<file path="src/rtl/fft_pkg.sv">
// Shared types and configuration checks for the FFT scaling controller.
package fft_pkg;

   typedef enum logic [1:0] {
      NONE  = 2'b00,
      FIXED = 2'b01,
      BFP   = 2'b10,
      RSVD  = 2'b11
   } scale_mode_t;

   typedef enum logic [1:0] {
      IDLE   = 2'd0,
      RUN    = 2'd1,
      UPDATE = 2'd2,
      DONE   = 2'd3
   } ctrl_state_t;

   localparam int LEGAL_WIDTH_NARROW = 8;
   localparam int LEGAL_SHAMT_NARROW = 4;
   localparam int LEGAL_WIDTH_WIDE   = 16;
   localparam int LEGAL_SHAMT_WIDE   = 5;

   function automatic bit legal_shift_cfg(input int width, input int shamtbits);
      return ((width == LEGAL_WIDTH_NARROW) && (shamtbits == LEGAL_SHAMT_NARROW)) ||
             ((width == LEGAL_WIDTH_WIDE)   && (shamtbits == LEGAL_SHAMT_WIDE));
   endfunction

   // Next stage shifts by one when scaling is forced, or when BFP saw growth.
   function automatic logic next_shift_one(input scale_mode_t mode, input logic grow);
      case (mode)
         NONE:    return 1'b0;
         BFP:     return grow;
         default: return 1'b1;
      endcase
   endfunction

endpackage

</file>
<file path="src/rtl/clk_rstn_intrf.sv">
// Clock and asynchronous active-low reset bundle.
interface clk_rstn_intrf;
   logic clk;
   logic rstn;

   modport master (output clk, output rstn);
   modport slave  (input clk, input rstn);
endinterface

</file>
<file path="src/rtl/growth_detect.sv">
// Flags any of four width+1-bit signed lanes that does not fit in width signed bits.
module growth_detect #(
   parameter int width = 8
) (
   input  logic [0:3][width:0] data,
   output logic                any_grow
);

   localparam logic signed [width:0] max_val = {2'b00, {(width-1){1'b1}}};
   localparam logic signed [width:0] min_val = {2'b11, {(width-1){1'b0}}};

   // Range compare is equivalent to the top two bits disagreeing.
   always_comb begin
      any_grow = 1'b0;
      for (int k = 0; k < 4; k++) begin
         if (($signed(data[k]) > max_val) || ($signed(data[k]) < min_val)) begin
            any_grow = 1'b1;
         end
      end
   end

endmodule

</file>
<file path="src/rtl/fft_scale_ctrl.sv">
// Stage sequencer and scaling scheduler: holds the shifter's amount per stage,
// picks the next stage's shift from observed bit growth and totals the block exponent.
module fft_scale_ctrl
   import fft_pkg::*;
#(
   parameter int width     = 8,
   parameter int shamtbits = 4,
   parameter int stagebits = 4,
   parameter int expbits   = 8
) (
   clk_rstn_intrf.slave               clk_rstn_i,
   input  logic                       start_i,
   input  logic [stagebits-1:0]       n_stages_i,
   input  logic [1:0]                 mode_i,
   input  logic [shamtbits-1:0]       init_shamt_i,
   input  logic                       mon_tvalid_i,
   input  logic                       mon_tready_i,
   input  logic                       mon_tlast_i,
   input  logic [0:3][width:0]        mon_data_i,
   output logic [shamtbits-1:0]       shamt_o,
   output logic [stagebits-1:0]       stage_o,
   output logic                       stage_go_o,
   output logic                       busy_o,
   output logic                       done_o,
   output logic [expbits-1:0]         exp_o
);

   if (!legal_shift_cfg(width, shamtbits)) begin : g_illegal_cfg
      $error("fft_scale_ctrl: unsupported (width, shamtbits) = (%0d, %0d)", width, shamtbits);
   end

   localparam int sumbits = ((expbits > shamtbits) ? expbits : shamtbits) + 1;

   ctrl_state_t            state_q, state_d;
   scale_mode_t            mode_q;
   logic [stagebits-1:0]   n_stages_q, stage_q;
   logic [shamtbits-1:0]   shamt_q, shamt_next;
   logic [expbits-1:0]     exp_q, exp_sat;
   logic [sumbits-1:0]     exp_sum;
   logic                   grow_q, any_grow, beat, last_stage, stage_go_q;
   logic                   zero_run_q;

   growth_detect #(.width(width)) u_growth_detect (
      .data     (mon_data_i),
      .any_grow (any_grow)
   );

   assign beat       = mon_tvalid_i & mon_tready_i;
   assign last_stage = (stage_q == n_stages_q - stagebits'(1));
   assign shamt_next = shamtbits'(next_shift_one(mode_q, grow_q));
   assign exp_sum    = sumbits'(exp_q) + sumbits'(shamt_q);
   assign exp_sat    = (exp_sum > sumbits'({expbits{1'b1}})) ? {expbits{1'b1}}
                                                             : exp_sum[expbits-1:0];

   // NOTE: non-blocking assignments so every register samples pre-edge values.
   always_ff @(posedge clk_rstn_i.clk or negedge clk_rstn_i.rstn) begin
      if (!clk_rstn_i.rstn) begin
         state_q    <= IDLE;
         mode_q     <= NONE;
         n_stages_q <= '0;
         stage_q    <= '0;
         shamt_q    <= '0;
         exp_q      <= '0;
         grow_q     <= 1'b0;
         stage_go_q <= 1'b0;
         zero_run_q <= 1'b0;
      end else begin
         state_q    <= state_d;
         stage_go_q <= 1'b0;
         case (state_q)
            IDLE: begin
               if (start_i) begin
                  mode_q     <= scale_mode_t'(mode_i);
                  n_stages_q <= n_stages_i;
                  stage_q    <= '0;
                  shamt_q    <= init_shamt_i;
                  exp_q      <= '0;
                  grow_q     <= 1'b0;
                  stage_go_q <= (n_stages_i != '0);
                  zero_run_q <= (n_stages_i == '0);
               end
            end
            RUN: begin
               if (beat && any_grow) begin
                  grow_q <= 1'b1;
               end
            end
            UPDATE: begin
               exp_q <= exp_sat;
               if (!last_stage) begin
                  stage_q    <= stage_q + stagebits'(1);
                  shamt_q    <= shamt_next;
                  grow_q     <= 1'b0;
                  stage_go_q <= 1'b1;
               end
            end
            DONE: begin
               zero_run_q <= 1'b0;
            end
         endcase
      end
   end

   // NOTE: state_d gets a default first so no path can infer a latch.
   always_comb begin
      state_d = state_q;
      case (state_q)
         IDLE:   if (start_i) state_d = (n_stages_i == '0) ? DONE : RUN;
         RUN:    if (beat && mon_tlast_i) state_d = UPDATE;
         UPDATE: state_d = last_stage ? DONE : RUN;
         // An empty transform lingers one extra cycle so done keeps its two-cycle latency.
         DONE:   state_d = zero_run_q ? DONE : IDLE;
      endcase
   end

   always_comb begin
      busy_o = (state_q == RUN) || (state_q == UPDATE);
      done_o = (state_q == DONE) && !zero_run_q;
   end

   assign shamt_o    = shamt_q;
   assign stage_o    = stage_q;
   assign stage_go_o = stage_go_q;
   assign exp_o      = exp_q;

endmodule
</file>
<file path="src/flat_wrapper.sv">
// flat-port wrapper written by rule: the top's interface ports become plain ports
module fft_scale_ctrl_flat import fft_pkg::*;
#(
   parameter int width     = 8,
   parameter int shamtbits = 4,
   parameter int stagebits = 4,
   parameter int expbits   = 8
)
  (start_i, n_stages_i, mode_i, init_shamt_i, mon_tvalid_i, mon_tready_i, mon_tlast_i, mon_data_i, shamt_o, stage_o, stage_go_o, busy_o, done_o, exp_o, clk_rstn_i_clk, clk_rstn_i_rstn);
  clk_rstn_intrf clk_rstn_i_i ();
  input  logic start_i;
  input  logic [stagebits-1:0] n_stages_i;
  input  logic [1:0] mode_i;
  input  logic [shamtbits-1:0] init_shamt_i;
  input  logic mon_tvalid_i;
  input  logic mon_tready_i;
  input  logic mon_tlast_i;
  input  logic [0:3][width:0] mon_data_i;
  output logic [shamtbits-1:0] shamt_o;
  output logic [stagebits-1:0] stage_o;
  output logic stage_go_o;
  output logic busy_o;
  output logic done_o;
  output logic [expbits-1:0] exp_o;
  input wire logic [$bits(clk_rstn_i_i.clk)-1:0] clk_rstn_i_clk;
  input wire logic [$bits(clk_rstn_i_i.rstn)-1:0] clk_rstn_i_rstn;
  assign clk_rstn_i_i.clk = clk_rstn_i_clk;
  assign clk_rstn_i_i.rstn = clk_rstn_i_rstn;
  fft_scale_ctrl #(.width(width), .shamtbits(shamtbits), .stagebits(stagebits), .expbits(expbits)) u_core (.clk_rstn_i(clk_rstn_i_i), .start_i(start_i), .n_stages_i(n_stages_i), .mode_i(mode_i), .init_shamt_i(init_shamt_i), .mon_tvalid_i(mon_tvalid_i), .mon_tready_i(mon_tready_i), .mon_tlast_i(mon_tlast_i), .mon_data_i(mon_data_i), .shamt_o(shamt_o), .stage_o(stage_o), .stage_go_o(stage_go_o), .busy_o(busy_o), .done_o(done_o), .exp_o(exp_o));
endmodule
</file>
<file path="config.mk">
export PLATFORM = sky130hd
export DESIGN_NAME = fft_scale_ctrl_flat
export DESIGN_NICKNAME = d
export VERILOG_FILES = /design/src/rtl/fft_pkg.sv /design/src/rtl/clk_rstn_intrf.sv /design/src/rtl/growth_detect.sv /design/src/rtl/fft_scale_ctrl.sv /design/src/flat_wrapper.sv
export SDC_FILE = /design/constraint.sdc
export NUM_CORES = 1
export LEC_CHECK = 0
export ABC_AREA = 1
export ABC_CLOCK_PERIOD_IN_PS = 3450
export CAP_MARGIN = 5
export CORE_AREA = 2 2 57 59
export DETAILED_ROUTE_END_ITERATION = 8
export DIE_AREA = 0 0 59 61
export DONT_BUFFER_PORTS = 1
export GPL_TIMING_DRIVEN = 0
export PLACE_DENSITY = 0.73
export RECOVER_POWER = 25
export SYNTH_ARGS = -nofsm -noshare
export SYNTH_HDL_FRONTEND = slang
export SYNTH_SLANG_ARGS = --single-unit
</file>
<file path="constraint.sdc">
create_clock -name clk_rstn_i_clk -period 3.45 [get_ports clk_rstn_i_clk]
set_clock_uncertainty 0.1 [all_clocks]
set_input_delay 0.69 -clock clk_rstn_i_clk [delete_from_list [all_inputs] [get_ports clk_rstn_i_clk]]
set_output_delay 0.69 -clock clk_rstn_i_clk [all_outputs]
set_load 0.01 [all_outputs]
</file>
* Word-level counts from Yosys, hierarchy flattened
Index checks and enable logic that the tools add are counted.
W data, S select, Z words.
** Storage, ports and cells
- Bits in registers :: 27
- Output and inout bits :: 19
- Word-level logic and storage cells :: 82
** Operators by class
- Add/sub/neg operators :: 3
- Order comparisons :: 9
- Eq/ne operators :: 9
- Mux-type cells :: 29
- Bitwise logic cells :: 1
- Reductions and logical operators :: 22
** Operators by type and width (count)
- $gt A9 B8 Y1 const B :: 5
- $lt A9 B8 Y1 const B :: 4
- $mux W4 :: 4
- $mux W8 :: 2
- $pmux W4 S2 :: 2
- $pmux W8 S2 :: 1
- $mux W1 :: 10
- $mux W2 :: 5
- $add A8 B4 Y9 :: 1
- $pmux W2 S4 :: 1
- $reduce_and A2 Y1 :: 4
- $eq A2 B2 Y1 const B :: 3
- $pmux W1 S2 :: 3
- $logic_or A1 B1 Y1 :: 5
- $add A4 B1 Y4 const B :: 1
- $eq A4 B4 Y1 :: 1
- $logic_not A2 Y1 :: 2
- $logic_not A4 Y1 :: 1
- $ne A2 B1 Y1 const B :: 2
- $ne A2 B2 Y1 const B :: 2
- $reduce_and A4 Y1 :: 1
- $reduce_bool A2 Y1 :: 2
- $reduce_bool A4 Y1 :: 1
- $sub A4 B1 Y4 const B :: 1
- other kinds (7) :: 9

* Logic depth before layout (Yosys ltp)
Gate-level depths: netlist of the first run.
- Depth after elaboration :: 9
- Gate-level depth with buffers :: 13

* Modules after synthesis
From an unflattened synthesis of the first run, not the netlist that was laid out.
** Unflattened totals
- Cell total of the unflattened synthesis :: 264
- Area total of the unflattened synthesis :: 1828.0 um^2
** Modules (own cells, without submodules)
- fft_scale_ctrl :: times used 1, cells an instance 242, area an instance 1745.4 um^2, seq. area each 675.6 um^2
- growth_detect :: times used 1, cells an instance 22, area an instance 82.6 um^2, seq. area each 0.0 um^2

* Worst setup path after synthesis of the first run
Ideal clock, no wire load.
- Path type :: register -> register
- From :: register u_core.shamt_q[0], in the netlist u_core.shamt_o[0]
- To :: register u_core.exp_q[5], in the netlist u_core.exp_o[5]
- Library setup time :: 0.076 ns
- Arrival :: 1.690 ns
- Data required time :: 3.274 ns
- Slack :: 1.584 ns
- Cell stages (with the launch flop) :: 13
- Clock period less this slack :: 1.866 ns
- Cells stage by stage :: dfrtp_1 -> ha_1 -> inv_1 -> fa_1 -> inv_1 -> nand2_1 -> nand2_1 -> nand2_1 -> nand2_1 -> nand2_1 -> nor2_1 -> a21oi_1 -> o21ai_1
** Between the ends
- Cells in the longest elaborated chain, start to end :: 4
** Ends and longest elaborated chain
- start: declaration :: line fft_scale_ctrl.sv:37 : logic [shamtbits-1:0] shamt_q, shamt_next;
- start signal: assignment :: line fft_scale_ctrl.sv:76 : shamt_q <= init_shamt_i;
- start signal: assignment :: line fft_scale_ctrl.sv:92 : shamt_q <= shamt_next;
- $add A8 B4 Y9 (*) :: line fft_scale_ctrl.sv:51 : assign exp_sum = sumbits'(exp_q) + sumbits'(shamt_q);
- $gt A9 B8 Y1 :: line fft_scale_ctrl.sv:52 : assign exp_sat = (exp_sum > sumbits'({expbits{1'b1}})) ? {expbits{1'b1}}
- $mux W8 (*) :: line fft_scale_ctrl.sv:52
- $pmux W8 S2 (*) :: line fft_scale_ctrl.sv:70 : case (state_q)
- end signal: assignment :: line fft_scale_ctrl.sv:89 : exp_q <= exp_sat;
- end: declaration :: line fft_scale_ctrl.sv:38 : logic [expbits-1:0] exp_q, exp_sat;
Mark *: on every way between the ends. The rest lies on a longest branch, timed or not.
A chain may end at the register's enable or synchronous reset.

* Worst setup path after layout of the first run
Ends and elaborated chain as after synthesis.

==> results of run 1 <==
## registers in the layout, summed over array words and instances, names as in the netlist
name and cells:
u_core.zero_run_q 1, u_core.stage_o 4, u_core.shamt_o 4, u_core.stage_go_o 1, u_core.grow_q 1, u_core.n_stages_q 4, u_core.state_q 2, u_core.mode_q 2
u_core.exp_o 8
## worst paths after layout
| path | depth (start not counted) | start | end | slack, ns |
|---|---|---|---|---|
| hold reg to reg | 2 | u_core.n_stages_q[1] | u_core.n_stages_q[1] | 0.40 |
| setup reg to reg | 12 | u_core.shamt_o[0] | u_core.exp_o[5] | 1.21 |
| max in group asynchronous | 1 | clk_rstn_i_rstn | u_core.exp_o[2] | 1.85 |
| min in group asynchronous | 1 | clk_rstn_i_rstn | u_core.state_q[1] | 0.57 |
| hold / removal | 2 | init_shamt_i[2] | u_core.shamt_o[2] | 0.37 |
| setup / recovery | 12 | u_core.shamt_o[0] | u_core.exp_o[5] | 1.21 |
## cell type report
cell class | instances | share of cell area
timing repair buffer | 1 | 0.00211
buffer | 1 | 0.00281
sequential | 27 | 0.380
multi-input combinational | 157 | 0.502
tap | 33 | 0.0232
inverter | 35 | 0.0753
clock buffer | 4 | 0.0148
## power breakdown
| part | switching, mW | leakage, nW | internal, mW | total (mW) |
|---|---|---|---|---|
| Sequential | 0.150 | 0.349 | 0.435 | 0.585 |
| Combinational | 0.462 | 0.554 | 0.287 | 0.749 |
| Clock | 0.0947 | 0.0150 | 0.0453 | 0.140 |
| Total | 0.707 | 0.919 | 0.767 | 1.47 |
## routing by layer
metal / wire, um / part of all wire / global-route usage / vias to the layer above
met3: 162 / 0.050 / 0.0341 / 2
li1: - / - / - / 712
met4: 22 / 0.0068 / 0.0584 / 0
met1: 1580 / 0.49 / 0.270 / 643
met2: 1470 / 0.45 / 0.324 / 39
met5: 0 / 0 / 0 / -
## synth_stat cells, types with 2 or more instances
library cell / instances
sky130_fd_sc_hd__o21ai_2: 2
sky130_fd_sc_hd__inv_1: 31
sky130_fd_sc_hd__o21ai_1: 2
sky130_fd_sc_hd__nor2_1: 14
sky130_fd_sc_hd__nand3_1: 9
sky130_fd_sc_hd__nand4_1: 4
sky130_fd_sc_hd__mux2_2: 2
sky130_fd_sc_hd__o21ai_0: 17
sky130_fd_sc_hd__xor2_1: 4
sky130_fd_sc_hd__nand2_1: 66
sky130_fd_sc_hd__ha_1: 10
sky130_fd_sc_hd__dfrtp_1: 27
sky130_fd_sc_hd__inv_2: 3
sky130_fd_sc_hd__a21oi_1: 9
sky130_fd_sc_hd__xnor2_1: 6
## stage by stage
stage	area (um^2)	hold WS, ns	worst slack [ns]
after global routing	1780	0.356	1.05
final	1780	0.368	1.21
after detailed placement	1750	0.295	1.25
after floorplan	1710	0.294	1.58
after CTS	1790	0.0473	1.20
after global placement	1750	0.295	1.28
## timing repair
action,CTS,global route
hold endpoints to repair,27,0
hold buffers,1,0
setup buffers,0,0
gates resized for setup,0,0
## logic make-up after synthesis
family	after synthesis
and+or+nand+nor	99
muxes	2
xor gates and xnor gates	10
DFF	27
AOI/OAI and AO/OA	35
buffers and inverters	36
adders and majority gates	11
==> results.md, run 1 <==
Run status:
- The run finished with clean final reports.

Detailed routing:
- In the routed design, unresolved DRC markers number 0.
- For this block, the via count after detailed routing is approximately 1400.
- The total length of routed wires is between 3 and 4 mm.
- The ratio of routed vias to standard cells is 5.41.
- The post-detailed-route count of antenna-violating nets is 0.
- The total iterations of the first detailed-routing run is 4.
- The final routed wire length divided by cell count is 12.5 um.
- The number of DRC violations after detailed-routing iteration 0 is 74.

Setup path:
- The capturing element type of the critical path is a flop.
- The cell with the largest stage delay on the worst path is sky130_fd_sc_hd__dfrtp_1.
- STA puts the critical path data arrival time at approximately 2.4 ns.
- In this design, the stage delay of the slowest critical-path cell is around 0.46 ns.
- The number of buffer and inverter instances along the worst setup path is 2.
- The startpoint class of the critical path is a flop.
- The family with the most delay on the worst path is simple AND/OR/NAND/NOR gates.
- The critical path goes through ha_1, inv_1, fa_1, inv_1, nand2_1, nand2_1, nand2_1, nand2_1, nand2_1, nor2_1, a21oi_1, o21ai_1.
- The maximum fanout encountered on the critical timing path is 5.
- Data on the critical path is required at its endpoint by 3.60 ns.
- The critical path class is reg -> reg.
- The most common cell type on the critical path is sky130_fd_sc_hd__nand2_1.

Power:
- Power spread over the standard cell area amounts to 829 nW/um^2.
- Across the VDD grid, the largest voltage drop is 0.540 mV.
- The power after layout is between 1 and 1.5 mW.
- Summed over all cells, the static leakage comes to around 0.92 nW.

Place:
- In this run the tool buffered the top-level ports with 0 buffer cells.
- Detailed placement ended at an HPWL of about 2.5 mm.
- Including well taps, the total number of placed cells is about 250.
- Routability-driven placement finished with a final weighted congestion of roughly 0.8.

Final layout:
- The area growth from synthesis to layout is 4.18%.
- Leaving out fill and tap cells, the most frequent cells in the layout are sky130_fd_sc_hd__nand2_1, sky130_fd_sc_hd__inv_1, sky130_fd_sc_hd__dfrtp_1.
- At the end of the flow the core is filled with cells to 0.602.
- The net count of the finished layout is 289.
- Leaving out filler cells and counting taps, the final layout contains 258.
- The layout has between 200 and 300 filler cells.
- The share of final-layout standard cells stronger than drive strength 1 is 0.0889.
- The area used by sequential logic in the layout is approximately 680 um^2.
- Summing all multi-input logic gate instances after layout gives roughly 890 um^2.
- The diode insertion count for antenna repair is 0.
- The commonest non-fill, non-tap cell in the layout is sky130_fd_sc_hd__nand2_1.

GRT:
- The via count of the first global-routing pass is approximately 1300.
- The total overflow left after global routing is 0.
- The first global-routing pass estimated roughly 5.4 mm of wire.
- Entering global routing, the biggest net connects 28 pins.
- The number of antenna violations at the first check in global routing is 0.
- Across every metal layer, demand over resource in global routing totals 0.198.

Synthesis:
- The number of synthesized flops with an enable pin is 0.
- By area, the combinational part of the netlist is dominated by simple AND/OR/NAND/NOR gates.
- Yosys attributes the largest share of cell area to sky130_fd_sc_hd__dfrtp_1, sky130_fd_sc_hd__nand2_1, sky130_fd_sc_hd__ha_1.
- The share of synthesized area in the top cell type comes to 0.396.
- For this run, asynchronously set or reset flops after synthesis account for 1.00.
- The compound-gate portion of the synthesized area came to 0.122.
- The biggest area contributor in the post-synthesis netlist is sky130_fd_sc_hd__dfrtp_1.
- For this run, the register share of the synthesized area comes to 0.396.
- The synthesized cell area is around 1700 um^2.
- The xor-xnor portion of the synthesized cell area is 0.0513.
- After synthesis, the mean cell area works out to approximately 7.8 um^2.
- The synthesized instance count is 220.
- For this run, the leading register cell type out of synthesis is sky130_fd_sc_hd__dfrtp_1.
- The Yosys step of the flow raised 0 warnings.
- Of the total synthesized cell area, the portion taken by AND, OR, NAND and NOR gates is 0.251.
- The share of synthesized cell area in full adder, half adder and majority cells is 0.0850.
- The multiplexer share of the synthesized area is 0.0132.
- In this run, distinct cell masters in the synthesized netlist total 29.
- The synthesized design contains 27 register bits.
- The number of nets handed over by synthesis was 283.

Floorplanning:
- For this configuration, the core starts out at a cell density of 0.578.
- The core footprint is slightly below 3000 um^2.
- The I/O pin total is 71.
- The height of the die is slightly above 60 um.
- The horizontal die dimension is between 50 and 60 um.
- The full die area is roughly 3600 um^2.
- The count of standard-cell rows is 20.

Clock tree:
- Clock tree synthesis selected as its root buffer the cell sky130_fd_sc_hd__clkbuf_4.
- CTS built an H-tree with a depth of 1.
- The clock latency on the worst-skew pair is 0.32 ns.
- TritonCTS built the clock tree.
- The maximum buffer depth of the clock tree is 2.
- The clock transition time at the flip-flop clock pins of the worst setup and hold paths is 0.15 ns.
- Clock tree synthesis found a total of 27 sinks.
- The CTS buffer count is 3.

STA:
- Setup violations remaining at the end of the flow were counted as 0.
- The relative slew slack is 0.0451.
- The total count of max-transition violations in the final report was 0.
- For the pin with the worst max-slew slack, the measured transition is between 1 and 1.5 ns.
- The smallest clock period supported by the final layout is computed as ~2.2 ns.
- The maximum clock rate is about 450 MHz.
- Setup repair after global routing left no endpoint under its margin.
- The count of final hold-check violations came to 0.
- In the finished design, the share of the clock period the worst path needs comes to 0.651.
- Adding up every negative setup slack in the final design gives 0 ns.

Worst hold path:
- In this run the worst hold path is classified as in -> reg.

Flow run:
- The tool flagged a number of max-cap violations equal to 0.
(Power assumes the default switching activity.)
==> run 2: changes to the inputs <==
--- a/config.mk
+++ b/config.mk
@@ -6,7 +6,7 @@
 export NUM_CORES = 1
 export LEC_CHECK = 0
 export ABC_AREA = 1
-export ABC_CLOCK_PERIOD_IN_PS = 3450
+export ABC_CLOCK_PERIOD_IN_PS = 2100
 export CAP_MARGIN = 5
 export CORE_AREA = 2 2 57 59
 export DETAILED_ROUTE_END_ITERATION = 8
==> constraint.sdc (replaced) <==
create_clock -name clk_rstn_i_clk -period 2.1 [get_ports clk_rstn_i_clk]
set_clock_uncertainty 0.1 [all_clocks]
set_input_delay 0.42 -clock clk_rstn_i_clk [delete_from_list [all_inputs] [get_ports clk_rstn_i_clk]]
set_output_delay 0.42 -clock clk_rstn_i_clk [all_outputs]
set_load 0.01 [all_outputs]
==> results.md, run 2 (synthesis gave the netlist of run 1 again) <==
Final layout:
- The diode insertion count for antenna repair is 0 (unchanged).
- The net count of the finished layout came to 291 (+0.69%).
- The commonest non-fill, non-tap cell in the layout is sky130_fd_sc_hd__nand2_1.
- The number of standard cells in the final layout excluding fillers is 260 (+0.78%).
- In the layout the commonest cells are sky130_fd_sc_hd__nand2_1, sky130_fd_sc_hd__inv_1, sky130_fd_sc_hd__dfrtp_1.
- Relative to the synthesized area, the layout overhead comes to 7.77%.
- The number of fill cells in the layout is 273 (-1.8%).
- The number of flip-flops in the largest register is 8 (unchanged).
- The share of final-layout standard cells stronger than drive strength 1 is 0.128 (+0.0389).

Setup path:
- STA classifies the critical path endpoint as a flop.
- The startpoint class of the critical path is a flop.
- The critical path class is reg -> reg.
- The data arrival time at the worst-slack endpoint was 2.15 ns (-0.25 ns).
- The startpoint identified for the worst register-to-register timing path is u_core.shamt_o[0].
- The maximum fanout encountered on the critical timing path came to 5 (unchanged).
- The number of cells traversed by the worst register-to-register path is 12 (unchanged).
- The register-to-register path setup slack is 0.11 ns (-1.10 ns).
- The required arrival time at the worst endpoint is 2.26 ns (-1.34 ns).
- The endpoint identified for the worst register-to-register timing path is u_core.exp_o[5].

GRT:
- The via count of the first global-routing pass came to 1301 (+3.1%).
- The overall track demand over capacity in global routing came to 0.203 (+0.00540).
- The global-route wire length before repair is 5.55 mm (+2.7%).
- The total overflow reported by the global router is 0 (unchanged).
- The number of antenna violations at the first check in global routing came to 0 (unchanged).
- The maximum number of pins on one net before global-route repair is 28 (unchanged).

Flow run:
- The max-cap check violation count is 0 (unchanged).

STA:
- The total count of max-transition violations in the final report is 0 (unchanged).
- The pin slew with the least headroom to its limit came to 1.20 ns (-0.232 ns).
- The maximum clock rate is 502 MHz (+13%).
- The post-route worst hold slack was 0.0991 ns (-0.269 ns).
- The count of final hold-check violations is 0 (unchanged).
- The final critical-path setup slack is 0.107 ns (-1.10 ns).
- Setup repair after global routing left no endpoint under its margin.
- The final number of setup-violating endpoints is 0 (unchanged).
- The relative slew slack is 0.199 (+0.154).
- The clock period minus worst slack came to 1.99 ns (-0.251 ns).
- The final sum of negative setup slack is 0 ns (unchanged).
- The share of the clock period used by the worst path after layout is 0.949 (+0.299).

Detailed routing:
- The total iterations of the first detailed-routing run is 4 (unchanged).
- The ratio of routed vias to standard cells is 5.37 (-0.84%).
- The DRC violation count after routing is 0 (unchanged).
- The post-detailed-route count of antenna-violating nets came to 0 (unchanged).
- The final routed wire length divided by cell count came to 12.8 um (+2.1%).
- The number of DRC violations after detailed-routing iteration 0 is 83 (+12%).
- The total length of routed wires is 3.32 mm (+2.8%).
- The via count is 1395 (-0.072%).

Place:
- The count of buffers inserted at the top-level ports was 0 (unchanged).
- The number of cells in the design after placement is 253 (unchanged).
- The worst-case setup slack after placement came to -0.0995 ns (-1.35 ns).
- The final HPWL from detailed placement is 2.50 mm (unchanged).
- The last weighted congestion value of the routability-driven placer is 0.797 (unchanged).

Power:
- The standby leakage power is 0.951 nW (+3.5%).
- The power after layout was 2.47 mW (+68%).
- The total power divided by cell area is 1340 nW/um^2 (+62%).
- The maximum vdd ir drop is 0.886 mV (+64%).

Clock tree:
- The clock transition time at the flip-flop clock pins of the worst setup and hold paths is 0.15 ns (about the same).
- The root buffer cell is sky130_fd_sc_hd__clkbuf_4.
- The CTS buffer count came to 3 (unchanged).
- The clock sink count came to 27 (unchanged).
- The maximum buffer depth of the clock tree came to 2 (unchanged).
- The TritonCTS clock tree is built.
- The H-tree depth came to 1 (unchanged).
- The clock latency on the worst-skew pair is 0.32 ns (about the same).

Floorplanning:
- The full die area is 3600 um^2 (unchanged).
- The horizontal die dimension is 59 um (unchanged).
- The initial core utilization is 0.578 (unchanged).
- The height of the die is 61 um (unchanged).
- The count of standard-cell rows is 20 (unchanged).
- The I/O pin total was 71 (unchanged).
- The core footprint is 2950 um^2 (unchanged).

Worst hold path:
- The number of cells traversed by the worst hold path is 2 (unchanged).
- The origin of the worst min-delay path is init_shamt_i[2].
- The worst hold path belongs to the class in -> reg.
- The path with the worst hold slack has its endpoint at u_core.shamt_o[2].

Run status:
- The run finished with clean final reports.
==> run 2: worst max-delay path by stage <==
stage	startpoint	to	slack [ns]
final	u_core.shamt_o[0]	u_core.exp_o[5]	0.11
after detailed placement	u_core.shamt_o[0]	u_core.exp_o[5]	-0.1
after global routing	u_core.shamt_o[0]	u_core.exp_o[5]	0.02
after floorplan	u_core.shamt_o[0]	u_core.exp_o[5]	0.23
after CTS	u_core.shamt_o[0]	u_core.exp_o[5]	0.03
after global placement	u_core.shamt_o[0]	u_core.exp_o[5]	-0.07
==> run 2: what timing repair did <==
action                                 4_1_cts  5_1_grt
setup endpoints to repair                    5        7
resized for setup                            5        7
endpoints found under the hold margin       27        0
pin swaps                                    1        4
setup buffers                                0        1
hold buffers                                 2        0
==> run 2: worst max-delay path, stage by stage, from the launching register on <==
cell                      delay (ns)
sky130_fd_sc_hd__dfrtp_2        0.46
sky130_fd_sc_hd__ha_4           0.15
sky130_fd_sc_hd__inv_1          0.05
sky130_fd_sc_hd__fa_2           0.32
sky130_fd_sc_hd__inv_1          0.08
sky130_fd_sc_hd__nand2_1        0.07
sky130_fd_sc_hd__nand2_1        0.06
sky130_fd_sc_hd__nand2_1        0.05
sky130_fd_sc_hd__nand2_2        0.12
sky130_fd_sc_hd__nand2_4        0.09
sky130_fd_sc_hd__nor2_4         0.16
sky130_fd_sc_hd__a21oi_1        0.05
sky130_fd_sc_hd__o21ai_1        0.16
==> run 2: area by class of cell <==
type / instances / area [um^2] / area share
Multi-Input combinational cell: 157 / 925 / 0.503
Inverter: 35 / 134 / 0.0728
Timing Repair Buffer: 3 / 30.0 / 0.0163
Clock buffer: 4 / 26.3 / 0.0143
Buffer: 1 / 5.00 / 0.00272
Tap cell: 33 / 41.3 / 0.0224
Sequential cell: 27 / 678 / 0.369
==> run 2: where the power goes <==
group	switching (mW)	internal, mW
logic	0.771	0.490
registers	0.261	0.718
clock network	0.157	0.0743
==> run 2: stage by stage <==
stage	area [um^2]	util
2_1_floorplan	1710	-
3_3_place_gp	1750	0.592
3_5_place_dp	1750	0.592
4_1_cts	1830	0.619
5_1_grt	1840	0.623
6_report	1840	0.623
==> run 2: layer usage <==
| layer | share of wire | GRT usage |
|---|---|---|
| met5 | 0 | 0 |
| met4 | 0.0066 | 0.0584 |
| met3 | 0.041 | 0.0341 |
| met2 | 0.47 | 0.338 |
| met1 | 0.49 | 0.274 |
